## config.mk

```make
export PLATFORM = sky130hd
export DESIGN_NAME = pixel_scanner
export DESIGN_NICKNAME = d
export VERILOG_FILES = /design/src/rtl/pixel_scanner.sv
export SDC_FILE = /design/constraint.sdc
export NUM_CORES = 1
export LEC_CHECK = 0
export BUFFER_PORTS_ARGS = -buffer_cell sky130_fd_sc_hd__buf_2
export CELL_PAD_IN_SITES_DETAIL_PLACEMENT = 0
export CELL_PAD_IN_SITES_GLOBAL_PLACEMENT = 1
export CORE_ASPECT_RATIO = 1.1
export CORE_MARGIN = 2
export CORE_UTILIZATION = 39
export CTS_CLUSTER_DIAMETER = 60
export DETAILED_ROUTE_END_ITERATION = 8
export PLACE_DENSITY_LB_ADDON = 0.15
export SLEW_MARGIN = 20
export SYNTH_ARGS = -nofsm -noshare
export SYNTH_HDL_FRONTEND = slang
export SYNTH_SLANG_ARGS = --single-unit
```

## constraint.sdc

```tcl
create_clock -name clk -period 4.26 [get_ports clk]
set_clock_uncertainty 0.1 [all_clocks]
set_input_delay 0.213 -clock clk [delete_from_list [all_inputs] [get_ports clk]]
set_output_delay 0.213 -clock clk [all_outputs]
set_load 0.03 [all_outputs]
```

## src/rtl/pixel_scanner.sv

```systemverilog
// Raster position and frame counting for the pattern generator.
// Exposes the post-advance position so colour for the next pixel can be
// computed in the same cycle the position moves.
module pixel_scanner #(
  parameter int WIDTH  = 160,
  parameter int HEIGHT = 120,
  parameter int XW     = $clog2(WIDTH) + 1,
  parameter int YW     = $clog2(HEIGHT) + 1
) (
  input  logic          clk,
  input  logic          rst,
  input  logic          advance,
  output logic [XW-1:0] x,
  output logic [YW-1:0] y,
  output logic [XW-1:0] next_x,
  output logic [YW-1:0] next_y,
  output logic [7:0]    next_frame,
  output logic          wrap,
  output logic          frame_done
);

  logic [7:0] frame;
  logic       last_x;
  logic       last_y;

  // Next raster position; the frame counter wraps naturally at 8 bits.
  always_comb begin
    last_x     = (x == XW'(WIDTH - 1));
    last_y     = (y == YW'(HEIGHT - 1));
    wrap       = advance && last_x && last_y;
    next_x     = x;
    next_y     = y;
    next_frame = frame;
    if (advance) begin
      if (last_x) begin
        next_x = '0;
        if (last_y) begin
          next_y     = '0;
          next_frame = frame + 8'd1;
        end else begin
          next_y = y + YW'(1);
        end
      end else begin
        next_x = x + XW'(1);
      end
    end
  end

  // Position/frame registers; frame_done pulses the cycle after the wrap.
  always_ff @(posedge clk or posedge rst) begin
    if (rst) begin
      x          <= '0;
      y          <= '0;
      frame      <= '0;
      frame_done <= 1'b0;
    end else begin
      x          <= next_x;
      y          <= next_y;
      frame      <= next_frame;
      frame_done <= wrap;
    end
  end

endmodule

```

# Yosys cells after proc, flatten, opt, wreduce, memory -nomap -nowiden
# Index checks and enable logic that the tools add are counted.
[word_totals] inputBits=3 wordCells=19 register_bits=26 out_inout_bits=44
[classes] eq_ne=2 n_addsub=3 reduce_logical=2 mux=8
[op_table] cell="two-way mux 8 bit" n=6
[op_table] cell="two-way mux 9 bit" n=2
[op_table] cell="adder 8 x 1 -> 8 bit, second input constant" n=2
[op_table] cell="adder 9 x 1 -> 9 bit, second input constant" n=1
[op_table] cell="== test 9 x 8 -> 1 bit, second input constant" n=1
[op_table] cell="== test 8 x 7 -> 1 bit, second input constant" n=1
[op_table] cell="logical AND 1 bit" n=2

# Depth between registers and ports, before layout
[depth] depth_word=4 depth_mapped=6 mapped_depth_nobuf=5

# Worst setup path after synthesis
# No wires, ideal clock.
[synth_path] kind="reg2out" from="reg x[1]" to="out next_frame[0]" stages_incl_launch_ff=6 arrival_time_ns=2.290 path_buffers=0 required_time_ns=3.947 path_slack_ns=1.657 path_cell_list="dfrtp_1 -> ha_1 -> nand4_2 -> or3_4 -> nor2_2 -> xor2_1"
[synth_via] elab_chain_cells=3
[synth_lines] item="start: declaration" line="13" rtl="output logic [XW-1:0] x,"
[synth_lines] item="start signal: assignment" line="57" rtl="x <= next_x;"
[synth_lines] item="== test 9 x 8 -> 1 bit" line="28" rtl="last_x = (x == XW'(WIDTH - 1));"
[synth_lines] item="two-way mux 8 bit" line="35" rtl="if (last_x) begin"
[synth_lines] item="two-way mux 8 bit" line="34" rtl="if (advance) begin"
[synth_lines] item="end: declaration" line="17" rtl="output logic [7:0] next_frame,"
# No other way between the ends.

# Worst setup path in the final report
[layout_path] from="reg x[0]" to="out next_frame[1]"
# The elaborated chain is that of the path after synthesis.

==> out/qor.txt <==
Setup Fix Bufs, Post-CTS = 0
final setup fails = 0
gpl congestion = 0.787
routed vias = 1061
syn_area_per_cell = 10.7 µm²
drt drc = 0
register share of total power = 44.6%
Worst IR Drop VDD = 265 µV
worst rel slew slack = 38.6%
Pleak = 0.852 nW
Post-Syn Area = 0.00128 mm²
Synth Net Count = 125
Setup TNS Final = 0 ns
largest net degree at the start of global routing = 27
Post-Synthesis Cells = 119
Power Density = 440 mW/mm²
core box area = 0.00307 mm²
CP Class = reg2out
max cap viols = 0
Psw = 0.000273 W
Cell Chain, Critical Path = ha_1 > nand4_2 > or3_4 > nor2_2 > mux2_2 > buf_2
H-tree levels = 1
DRT antenna net count = 0
RSZ-0062 raised after global routing = no
CTS tree = done
initial drt markers = 24
Vias/cell = 5.25
Pre-antenna DRT Iters = 4
Top Family by Delay on Critical Path = simple AND/OR/NAND/NOR gates
layout cell share with drive strength beyond 1 = 33.3%
Final Hold Vio Count = 0
I/O pins = 47
status = complete, no violations
Sw Share = 38.9%
ANT cells = 0
period utilisation layout = 64.9%
Layout Nets = 175
routed len/inst = 14.4 µm
FFs w/ async S/R, synth = 100%
Fmax achieved = 0.362 GHz
count leader, synth = dfrtp_1
Clock Sinks = 26
initial antenna violation count = 0
Seq cells post-synth = 26
Slew @ Worst Pin = 0.916 ns
CP startpoint kind = flop
Yosys top cell by area = dfrtp_1
number of gates resized after CTS = 0
Routed Wire Length = 2.91 mm
CP endpoint kind = output pin
worst-skew pair later-pin latency = 0.32 ns
Slew Limit Fails = 0
hold bufs inserted after CTS = 0
critical path's slowest cell = or3_4
row count = 21
Initial Utilization = 41.5%
Ys Warns = 0
combinational fraction of design power = 31.3%
crit-path max FO = 11
internal power = 0.000429 W
Post-synth EDFFs = 0
first-pass GRT wire length = 4.84 mm
Chip Width = 58.5 µm
Area Growth Syn to Fin = 25.0%
Hold/Removal Path Class = in2reg
cts bufs inserted = 3
WP buf/inv = 1
Synth top area share = 51.0%
GRT Residual Overflow = 0
Period minus WS final = 2.76 ns
Die Area = 0.00375 mm²
crit-path max cell delay = 0.45 ns
clock tree buffer depth = 2
most frequent cells after synthesis = dfrtp_1 (26), nand2_1 (12), xnor2_1 (11)
CTS root buf = clkbuf_4
port bufs = 46
Cell variety after synth = 32
clock share of power = 24.1%
die span in y = 64.0 µm
Worst EP required = 3.95 ns
final core utilization = 51.9%
Seq/Total Area, Yosys = 51.0%
overall routing resource usage = 17.0%
CP arrival = 2.45 ns
CTS clk-pin slew, worst paths = 0.14 ns
Main synth FF type = dfrtp_1
Post-DP HPWL = 2.16 mm
largest cells by area after synthesis = dfrtp_1 (51%), xnor2_1 (7.5%), xor2_1 (4.8%)
number of global-route vias before repair = 1021
flip-flops by register name (all words and copies together), names as in the netlist:
signal	flops
x	9
frame	8
y	8
frame_done	1
layout by cell type, fill, tap and decap left out, drive strengths merged, types with 3 or more instances in the layout:
| cell type | synthesis | final |
|---|---|---|
| nor4 | 4 | 4 |
| xnor2 | 11 | 11 |
| buf | 2 | 46 |
| nor2 | 7 | 7 |
| and2 | 3 | 3 |
| xor2 | 7 | 7 |
| nand3 | 8 | 8 |
| nand2 | 12 | 12 |
| inv | 6 | 5 |
| dfrtp | 26 | 26 |
| nand4 | 6 | 6 |
| clkbuf | 0 | 3 |
| ha | 3 | 3 |
| nor3 | 6 | 6 |
layout make-up:
cell class | count | area (µm²)
Tap cell | 34 | 42.5
Fill cell | 302 | 1480
Sequential cell | 26 | 651
Timing Repair Buffer | 47 | 240
Clock buffer | 3 | 22.5
Clock inverter | 1 | 30.0
Inverter | 6 | 22.5
Multi-Input combinational cell | 85 | 587
metrics by stage:
step | setup WS (ns) | hold slack, ns | area [µm²] | std cells | power [W]
final | 1.50 | 0.113 | 1600 | 202 | 0.000702
after global routing | 1.27 | 0.0979 | 1600 | 202 | 0.000735
after CTS | 1.44 | 0.0140 | 1590 | 201 | 0.000715
after detailed placement | 1.85 | 0.348 | 1530 | 197 | 0.000540
after global placement | 1.96 | 0.353 | 1530 | 197 | 0.000536
after floorplan | 1.66 | 0.153 | 1280 | 119 | 0.000467
layer usage:
| layer | track usage, % | wire length (µm) |
|---|---|---|
| met3 | 5.06 | 143 |
| met1 | 21.3 | 1340 |
| met2 | 28.2 | 1400 |
| met4 | 4.65 | 29 |
| met5 | 0 | 0 |
power groups by stage:
stage,sequential [W],combinational [W],clock [W]
floorplan,0.000358,0.000109,0
global placement,0.000317,0.000219,0
detailed placement,0.000318,0.000221,0
CTS,0.000313,0.000222,0.000179
global route,0.000319,0.000232,0.000184
finish,0.000313,0.000220,0.000169
worst paths after layout:
check	startpoint	to	slack, ns	depth (start not counted)
min in group asynchronous	rst	x[7]$_DFF_PP0_	0.40	3
worst min-delay path	advance	x[1]$_DFF_PP0_	0.11	2
max in group asynchronous	rst	y[4]$_DFF_PP0_	3.25	3
worst min register to register	frame[7]$_DFF_PP0_	frame[7]$_DFF_PP0_	0.36	1
worst max register to register	x[0]$_DFF_PP0_	frame[1]$_DFF_PP0_	2.11	5
worst max-delay path	x[0]$_DFF_PP0_	next_frame[1]	1.50	6
cells by family (layout without fill, tap and decap cells):
logic type	after synthesis	in the layout	synth area share (%)
simple gates	55	55	26.0
flops	26	26	51.0
xor+xnor	18	18	12.4
compound gates	8	8	3.82
buf+inv	8	57	3.04
fa+ha+maj	3	3	2.94
mux	1	1	0.882
No activity file was read; power rests on OpenSTA's default activity.
